**src/rtl/lut_neuron_array_rt_if.sv**
```systemverilog
// Streaming vector channels (input addresses, output results) for lut_neuron_array_rt.
interface lut_neuron_array_rt_if #(
    parameter int NUM_NEURONS = 4,
    parameter int IN_BITS     = 8,
    parameter int OUT_BITS    = 1
);
    // A beat moves on a rising edge with valid & ready both high; a held valid keeps its data stable.
    logic                            in_valid;
    logic                            in_ready;
    logic [NUM_NEURONS*IN_BITS-1:0]  in_data;
    logic                            out_valid;
    logic                            out_ready;
    logic [NUM_NEURONS*OUT_BITS-1:0] out_data;

    modport master (output in_valid, in_data, out_ready, input in_ready, out_valid, out_data);
    modport slave  (input in_valid, in_data, out_ready, output in_ready, out_valid, out_data);
endinterface

```
**src/rtl/lut_neuron_array_rt.sv**
```systemverilog
// Array of runtime-loadable LUT neurons as a valid/ready streaming layer.
// Optional table readback port enabled by defining LUT_NEURON_READBACK_EN.
module lut_neuron_array_rt #(
    parameter int   NUM_NEURONS = 4,
    parameter int   IN_BITS     = 8,
    parameter int   OUT_BITS    = 1,
    parameter int   PIPE_STAGES = 1,
    localparam int  NW          = (NUM_NEURONS > 1) ? $clog2(NUM_NEURONS) : 1
) (
    input  logic                 clk,
    input  logic                 rst_n,
    lut_neuron_array_rt_if.slave io,
    input  logic                 cfg_start,
    input  logic [NW-1:0]        cfg_neuron,
    input  logic                 cfg_wvalid,
    output logic                 cfg_wready,
    input  logic [OUT_BITS-1:0]  cfg_wdata,
    output logic                 cfg_done,
    output logic                 cfg_err,
    output logic                 busy,
    output logic [1:0]           state_o
`ifdef LUT_NEURON_READBACK_EN
    ,
    input  logic [NW-1:0]        rb_neuron,
    input  logic [IN_BITS-1:0]   rb_addr,
    output logic [OUT_BITS-1:0]  rb_data
`endif
);
    localparam int               DEPTH = 2**IN_BITS;
    localparam int               IW    = NUM_NEURONS*IN_BITS;
    localparam int               OW    = NUM_NEURONS*OUT_BITS;
    localparam logic [IN_BITS:0] LAST  = (IN_BITS+1)'(DEPTH-1);
    localparam logic [NW:0]      NUM_N = (NW+1)'(NUM_NEURONS);

    typedef enum logic [1:0] {ST_RUN = 2'd0, ST_DRAIN = 2'd1, ST_LOAD = 2'd2} state_e;

    state_e           state_q, state_d;
    logic [NW-1:0]    idx_q, idx_d;
    logic [IN_BITS:0] cnt_q, cnt_d;
    logic             done_q, done_d;
    logic             err_q, err_d;

    logic [OUT_BITS-1:0] table_q [NUM_NEURONS][DEPTH];

    logic          out_valid_q, out_valid_d;
    logic [OW-1:0] out_data_q, out_data_d;
    logic [IW-1:0] lk_addr;
    logic [OW-1:0] lk_data;
    logic          lk_valid;
    logic          out_adv, pipe_empty, in_fire, wr_fire;

    assign out_adv    = !out_valid_q || io.out_ready;
    assign in_fire    = io.in_valid && io.in_ready;
    assign wr_fire    = (state_q == ST_LOAD) && cfg_wvalid;
    assign cfg_wready = (state_q == ST_LOAD);
    assign busy       = (state_q != ST_RUN);
    assign cfg_done   = done_q;
    assign cfg_err    = err_q;
    assign state_o    = state_q;
    assign io.out_valid = out_valid_q;
    assign io.out_data  = out_data_q;

    if (PIPE_STAGES == 2) begin : g_pipe2
        logic          s1_valid_q;
        logic [IW-1:0] s1_addr_q;
        logic          s1_adv;

        // Stage 1 only moves when it is empty or the output stage is taking its vector.
        assign s1_adv      = !s1_valid_q || out_adv;
        assign io.in_ready = (state_q == ST_RUN) && s1_adv;
        assign lk_valid    = s1_valid_q;
        assign lk_addr     = s1_addr_q;
        assign pipe_empty  = !out_valid_q && !s1_valid_q;

        always_ff @(posedge clk or negedge rst_n) begin
            if (!rst_n) begin
                s1_valid_q <= 1'b0;
                s1_addr_q  <= '0;
            end else begin
                if (s1_adv) s1_valid_q <= in_fire;
                if (in_fire) s1_addr_q <= io.in_data;
            end
        end
    end else begin : g_pipe1
        assign io.in_ready = (state_q == ST_RUN) && out_adv;
        assign lk_valid    = in_fire;
        assign lk_addr     = io.in_data;
        assign pipe_empty  = !out_valid_q;
    end

    always_comb begin
        lk_data = '0;
        for (int n = 0; n < NUM_NEURONS; n++) begin
            lk_data[n*OUT_BITS +: OUT_BITS] = table_q[n][lk_addr[n*IN_BITS +: IN_BITS]];
        end
    end

    always_comb begin
        out_valid_d = out_valid_q;
        out_data_d  = out_data_q;
        if (out_adv) begin
            out_valid_d = lk_valid;
            if (lk_valid) out_data_d = lk_data;
        end
    end

    // Table RAM is deliberately unreset so contents survive a reset.
    always_ff @(posedge clk) begin
        if (wr_fire) table_q[idx_q][cnt_q[IN_BITS-1:0]] <= cfg_wdata;
    end

    always_comb begin
        state_d = state_q;
        idx_d   = idx_q;
        cnt_d   = cnt_q;
        done_d  = 1'b0;
        err_d   = 1'b0;
        case (state_q)
            ST_RUN: begin
                if (cfg_start) begin
                    if ({1'b0, cfg_neuron} < NUM_N) begin
                        idx_d   = cfg_neuron;
                        state_d = ST_DRAIN;
                    end else begin
                        err_d = 1'b1;
                    end
                end
            end
            ST_DRAIN: begin
                if (pipe_empty) state_d = ST_LOAD;
            end
            ST_LOAD: begin
                if (wr_fire) begin
                    if (cnt_q == LAST) begin
                        cnt_d   = '0;
                        done_d  = 1'b1;
                        state_d = ST_RUN;
                    end else begin
                        cnt_d = cnt_q + 1'b1;
                    end
                end
            end
            default: state_d = ST_RUN;
        endcase
    end

    always_ff @(posedge clk or negedge rst_n) begin
        if (!rst_n) begin
            state_q     <= ST_RUN;
            idx_q       <= '0;
            cnt_q       <= '0;
            done_q      <= 1'b0;
            err_q       <= 1'b0;
            out_valid_q <= 1'b0;
            out_data_q  <= '0;
        end else begin
            state_q     <= state_d;
            idx_q       <= idx_d;
            cnt_q       <= cnt_d;
            done_q      <= done_d;
            err_q       <= err_d;
            out_valid_q <= out_valid_d;
            out_data_q  <= out_data_d;
        end
    end

`ifdef LUT_NEURON_READBACK_EN
    logic [OUT_BITS-1:0] rb_q, rb_d;

    always_comb begin
        rb_d = '0;
        if ({1'b0, rb_neuron} < NUM_N) rb_d = table_q[rb_neuron][rb_addr];
    end

    always_ff @(posedge clk or negedge rst_n) begin
        if (!rst_n) rb_q <= '0;
        else        rb_q <= rb_d;
    end

    assign rb_data = rb_q;
`endif
endmodule
```
**src/flat_wrapper.sv**
```systemverilog
// flat-port wrapper written by rule: the top's interface ports become plain ports
module lut_neuron_array_rt_flat 
#(
    parameter int   NUM_NEURONS = 4,
    parameter int   IN_BITS     = 8,
    parameter int   OUT_BITS    = 1,
    parameter int   PIPE_STAGES = 1,
    localparam int  NW          = (NUM_NEURONS > 1) ? $clog2(NUM_NEURONS) : 1
)
  (clk, rst_n, cfg_start, cfg_neuron, cfg_wvalid, cfg_wready, cfg_wdata, cfg_done, cfg_err, busy, state_o, io_in_valid, io_in_data, io_out_ready, io_in_ready, io_out_valid, io_out_data);
  lut_neuron_array_rt_if #(.NUM_NEURONS(NUM_NEURONS), .IN_BITS(IN_BITS), .OUT_BITS(OUT_BITS)) io_i ();
  input  logic clk;
  input  logic rst_n;
  input  logic cfg_start;
  input  logic [NW-1:0] cfg_neuron;
  input  logic cfg_wvalid;
  output logic cfg_wready;
  input  logic [OUT_BITS-1:0] cfg_wdata;
  output logic cfg_done;
  output logic cfg_err;
  output logic busy;
  output logic [1:0] state_o;
  input wire logic [$bits(io_i.in_valid)-1:0] io_in_valid;
  input wire logic [$bits(io_i.in_data)-1:0] io_in_data;
  input wire logic [$bits(io_i.out_ready)-1:0] io_out_ready;
  output wire logic [$bits(io_i.in_ready)-1:0] io_in_ready;
  output wire logic [$bits(io_i.out_valid)-1:0] io_out_valid;
  output wire logic [$bits(io_i.out_data)-1:0] io_out_data;
  assign io_i.in_valid = io_in_valid;
  assign io_i.in_data = io_in_data;
  assign io_i.out_ready = io_out_ready;
  assign io_in_ready = io_i.in_ready;
  assign io_out_valid = io_i.out_valid;
  assign io_out_data = io_i.out_data;
  lut_neuron_array_rt #(.NUM_NEURONS(NUM_NEURONS), .IN_BITS(IN_BITS), .OUT_BITS(OUT_BITS), .PIPE_STAGES(PIPE_STAGES)) u_core (.clk(clk), .rst_n(rst_n), .io(io_i), .cfg_start(cfg_start), .cfg_neuron(cfg_neuron), .cfg_wvalid(cfg_wvalid), .cfg_wready(cfg_wready), .cfg_wdata(cfg_wdata), .cfg_done(cfg_done), .cfg_err(cfg_err), .busy(busy), .state_o(state_o));
endmodule
```
**config.mk**
```make
export PLATFORM = sky130hd
export DESIGN_NAME = lut_neuron_array_rt_flat
export DESIGN_NICKNAME = d
export VERILOG_FILES = /design/src/rtl/lut_neuron_array_rt_if.sv /design/src/rtl/lut_neuron_array_rt.sv /design/src/flat_wrapper.sv
export SDC_FILE = /design/constraint.sdc
export NUM_CORES = 1
export LEC_CHECK = 0
export BUFFER_PORTS_ARGS = -buffer_cell sky130_fd_sc_hd__buf_2
export CAP_MARGIN = 40
export CORE_ASPECT_RATIO = 0.7
export CORE_MARGIN = 2
export CORE_UTILIZATION = 50
export DETAILED_ROUTE_END_ITERATION = 16
export GPL_ROUTABILITY_DRIVEN = 1
export PLACE_DENSITY_LB_ADDON = 0.05
export SKIP_CTS_REPAIR_TIMING = 1
export SYNTH_ARGS = -nofsm -noshare
export SYNTH_HDL_FRONTEND = slang
export SYNTH_SLANG_ARGS = --single-unit
```
**constraint.sdc**
```tcl
create_clock -name clk -period 2 [get_ports clk]
set_input_delay 0.1 -clock clk [delete_from_list [all_inputs] [get_ports clk]]
set_output_delay 0.1 -clock clk [all_outputs]
set_load 0.01 [all_outputs]
```
Word level (Yosys, flattened, before mapping):

Memory sizes are Yosys's and may differ from the RTL's.
Cells that the tools add are included.

* register bits after elaboration: 19
* memory bits (writable): 1024
* input bits: 41
* output and inout port bits: 12
* logic and storage cells: 63
* memories: 1

Memory list
* u_core.table_q: words 4, bits a word 256, read ports 4, clocked after memory_dff 0, write ports 1, RTL line lut_neuron_array_rt.sv:43 `logic [OUT_BITS-1:0] table_q [NUM_NEURONS][DEPTH];`

* $add $sub $neg: 1
* $lt $le $gt $ge: 6
* eq/ne operators: 7
* mux-type cells: 25
* bitwise operators: 5
* reductions and logical operators: 12

Operator list (number)
* 256-bit 2-to-1 mux: 1
* 9-bit greater-or-equal comparator, second input constant: 5
* 8-bit NOT with 9-bit output: 5
* 1-bit binary-select mux with 8-bit select: 4
* 1-bit 2-to-1 mux: 13
* 9-bit by 1-bit adder with 9-bit output, second input constant: 1
* 9-bit by 8-bit equality test with 1-bit output, second input constant: 1
* 9-bit by 1-bit < comparator with 1-bit output, second input constant: 1
* 9-bit 2-to-1 mux: 1
* 1-bit demux with 8-bit select: 1
* 2-bit 2-to-1 mux: 4
* 2-bit one-hot mux with 3 select lines: 1
* 2-bit AND reduction: 3
* 1-bit logical AND: 4
* 2-bit by 1-bit inequality test with 1-bit output, second input constant: 2
* 2-bit inequality test, second input constant: 2
* 4-bit AND reduction: 1
* 2-bit by 1-bit equality test with 1-bit output, second input constant: 1
* 2-bit equality test, second input constant: 1
* 2-bit zero test: 1
* 2-bit nonzero test: 1
* 1-bit zero test: 1
* 1-bit logical OR: 1

Depth between registers and ports, before layout:

* word-level depth: 6
* depth in mapped cells: 10
* mapped depth without buffers: 6

Least setup slack after synthesis:

Ideal clock, no wire load.

* kind: register to register
* from: register u_core.state_q[1] (netlist: u_core.state_o[1])
* to: memory u_core.table_q[0][209] (netlist bit), enable pin
* setup time: 313 ps
* data arrival time: 2018 ps
* required time: 1687 ps
* setup slack: -330 ps
* cell stages (with the launch flop): 9
* buffers on the path: 3
* clock period less this slack: 2330 ps
* cells stage by stage: dfrtp_1 > nor2b_1 > and2_1 > buf_2 > and3_1 > clkbuf_1 > nand2_1 > clkbuf_1 > nor3_1

* word-level cells in the longest chain between the ends: 4

RTL lines
* from (decl): RTL line lut_neuron_array_rt.sv:37 `state_e state_q, state_d;`
* from (signal assigned): RTL line lut_neuron_array_rt.sv:157 `state_q <= state_d;`
* 2-bit equality test
* net cfg_wready: RTL line flat_wrapper.sv:17 `output logic cfg_wready;`
* 1-bit logical AND: RTL line lut_neuron_array_rt.sv:54 `assign wr_fire = (state_q == ST_LOAD) && cfg_wvalid;`
* 1-bit 2-to-1 mux: RTL line lut_neuron_array_rt.sv:109 `if (wr_fire) table_q[idx_q][cnt_q[IN_BITS-1:0]] <= cfg_wdata;`
* 256-bit 2-to-1 mux (implied by the code): RTL line lut_neuron_array_rt.sv:109
* to (decl): RTL line lut_neuron_array_rt.sv:43

The timed path passes the listed nets, and every way through them passes these cells.

==> summary.txt <==
Pwr
  – P_leak: 20.7 nW
  – Net Sw Power: 17.7 mW
  – Max VDD drop: 0.00109 V
  – Clock power share: 33.6%
  – Power, Total: 55.4 mW
  – Combinational group share of total power: 22.3%
  – Internal power: 37.7 mW
  – Flop pwr share: 44.1%
  – Sw Ratio: 31.9%
  – Pwr Density: 918 nW/um^2

Synth
  – Cell count after synthesis: 3292
  – Ys flop type: edfxtp_1
  – Unique masters post-synth: 55
  – Post-synth ARST share: 1.82%
  – Synthesized-area fraction occupied by adder cells: 0.106%
  – Post-synthesis mux area share: 13.1%
  – Mapped Avg Cell Area: 14.3 um^2
  – Top cell type's share of synthesized area: 65.3%
  – Cell Area, Synth: 47100 um^2
  – Post-synth top area cell: edfxtp_1
  – Largest cells by area after synthesis: edfxtp_1, mux4_2, nor3_1, clkbuf_1, mux2i_1
  – Synth Area in XOR/XNOR: 0.0744%
  – EDFF count, synth: 1024
  – Post-synthesis sequential element count: 1043
  – Largest family of logic cells by synthesized area: simple AND/OR/NAND/NOR gates
  – YS warnings: 0
  – Complex-gate fraction of the synthesized area: 2.54%
  – Simple-Gate Fraction of Synth Area: 14.1%
  – Synthesized net count: 3337
  – Post-synthesis sequential area ratio: 66.3%

STA
  – Final worst setup slack: -0.235 ns
  – Worst slew margin: 45.2%
  – Final clock skew: 0.0230 ns
  – Setup TNS: -33.24 ns
  – Final period util: 112%
  – Setup-violating endpoint count in the final report: 671
  – Fin. max-slew vios: 0
  – Unrepaired setup endpoints after global routing: yes
  – Hold Violations, Final: 0
  – Peak Freq: 447 MHz
  – Slew at the pin closest to its max-slew limit: 0.819 ns
  – Final min period: 2.24 ns

Critical path
  – Crit. End Element: register
  – CP required: 2.59 ns
  – Worst EP arrival: 2.82 ns
  – Startpoint Class: register
  – Critical path class: register to register
  – Crit-path max FO: 1

Clock tree
  – Clock transition at path regs: 0.07 ns
  – TritonCTS clock tree: built
  – Total CTS buffers: 101
  – H-tree Lvls: 3
  – Clock sink count: 1043
  – Root Buffer: clkbuf_16
  – Clk buf depth: 3
  – Skew-Pair Late Insertion Delay: 0.72 ns

Placement
  – I/O Buffers: 51
  – DP HPWL: 80100 um
  – Post-place setup slack: -0.495 ns
  – Global placement routability congestion: 0.845
  – Dpl cell area: 51500 um^2

Drt
  – First drt pass iteration count: 5
  – Final ANT Viol Nets: 0
  – Initial DRC count: 4315
  – Vias post-DR: 32100
  – Routed WL per cell: 30.9 um
  – DRT Wirelength: 149000 um
  – # DRC: 0
  – DR vias/cell: 6.64

Floorplan
  – Die X: 371 um
  – Die ar.: 96600 um^2
  – Starting Density: 50.3%
  – Core Region: 93600 um^2
  – Std cell rows: 94
  – Die Span Y: 261 um
  – IO Pins: 53

Hold path
  – HP Class: input pin to register

Finish
  – Final Instance Area: 60300 um^2
  – Layout cell share with drive strength beyond 1: 36.7%
  – Synth-to-layout area growth: 28.2%
  – Nets@finish: 3546

Job
  – Max Cap Viol: 0

Global route
  – GRT Total Usage: 27.5%
  – Overflow after GRT: 0
  – Vias in the first global route: 30200
  – Largest net degree at the start of global routing: 138
  – Initial antenna violation count: 3
  – First-pass GRT wire length: 196000 um

Status
  – Failing checks: setup timing
  – Status: finished with violations
## power by group through the flow
stage / registers [mW] / clock network [mW] / logic, mW
floorplan: 24.8 / 0 / 5.12
global placement: 24.8 / 0 / 9.23
detailed placement: 24.8 / 0 / 9.38
CTS: 24.4 / 18.8 / 9.40
global route: 24.4 / 19.5 / 13.0
finish: 24.4 / 18.6 / 12.4
## layer usage
metal	part of all wire, %	vias up	global-route usage, %
met5	0.0054	-	0
met1	42	16700	41.4
met3	12	183	6.08
met4	1.8	2	5.69
met2	45	1673	41.2
li1	-	13600	-
## cell type report
type                            instances  area [um^2]
Clock inverter                         70          544
Multi-Input combinational cell       1827        18000
Fill cell                            6761        33300
Tap cell                             1248         1560
Timing Repair Buffer                  509         6370
Clock buffer                          117         2590
Antenna cell                            1         2.50
Inverter                               19         71.3
Sequential cell                      1043        31200
## sequential cells by signal (all words and copies together), names as in the netlist
name and count:
u_core.state_o 2, u_core.io.out_data 4, u_core.table_q 1024, u_core.cfg_done 1, u_core.idx_q 2, u_core.io.out_valid 1
u_core.cnt_q 9
## final timing paths
path | startpoint | endpoint | slack [ns] | cells after the start
max | u_core.table_q[2][94]$_DFFE_PP_ | u_core.io.out_data[2]$_DFFE_PN0P_ | -0.24 | 5
max reg2reg | u_core.table_q[2][94]$_DFFE_PP_ | u_core.io.out_data[2]$_DFFE_PN0P_ | -0.24 | 5
max in group asynchronous | rst_n | u_core.io.out_data[1]$_DFFE_PN0P_ | 0.28 | 4
min in group asynchronous | rst_n | u_core.state_o[1]$_DFFE_PN0P_ | 0.46 | 4
min | io_in_data[23] | u_core.io.out_data[2]$_DFFE_PN0P_ | 0.03 | 5
min reg2reg | u_core.cnt_q[8]$_DFFE_PN0P_ | u_core.cnt_q[8]$_DFFE_PN0P_ | 0.50 | 1
## synthesized netlist by cell type (17+ instances only)
master and n:
nand4_1 19, dfrtp_1 19, mux2_2 35, edfxtp_1 1024
nor2b_1 33, and2_1 17, nand3_1 39, inv_1 18
clkbuf_1 333, buf_2 48, a22oi_1 39, buf_4 18
nor2_1 52, mux4_2 230, mux2i_1 61, nand2_1 99
nor3_1 1017
## layout by cell type (no fill, tap or decap), types with 16 or more instances in the layout
cell type and count:
nand2_8 17, nor2_1 48, buf_4 246, clkbuf_1 16, buf_12 129, nor3_2 79, buf_2 43, buf_6 20
inv_1 18, clkinv_2 26, nor3_4 256, mux2i_1 61, clkbuf_16 135, edfxtp_1 1024, and2_1 16, nor2b_1 31
nand2_1 69, clkinv_1 27, a22oi_1 38, nand3_1 34, nor3_1 682, mux2_2 35, dlygate4sd3_1 16, mux4_2 230
nand4_1 19, dfrtp_1 16
## logic make-up (layout without fill, tap and decap cells)
kind of cell,after synthesis,count (layout)
XOR/XNOR,4,4
other,1,2
buffers and inverters,431,715
flip-flops,1043,1043
adder cells (fa/ha/maj),4,4
multiplexers,326,326
AND/OR/NAND/NOR,1327,1336
AO/OA/AOI/OAI,156,156
## through the flow
stage	hold slack [ns]	utilization (%)	cells
6_report	0.0254	64.4	4834
5_1_grt	0.0332	64.4	4833
4_1_cts	-0.686	58.4	4717
3_5_place_dp	0.0694	55.0	4530
3_3_place_gp	0.248	55.0	4529
2_1_floorplan	-0.196	-	3292
## worst max-delay path: stages (launching register included)
cell and delay, ns:
edfxtp_1 0.40, mux4_2 0.47, mux4_2 0.51, a2111oi_4 0.41
nor4_2 0.10, a211o_1 0.24
No activity file was read; power rests on OpenSTA's default activity.
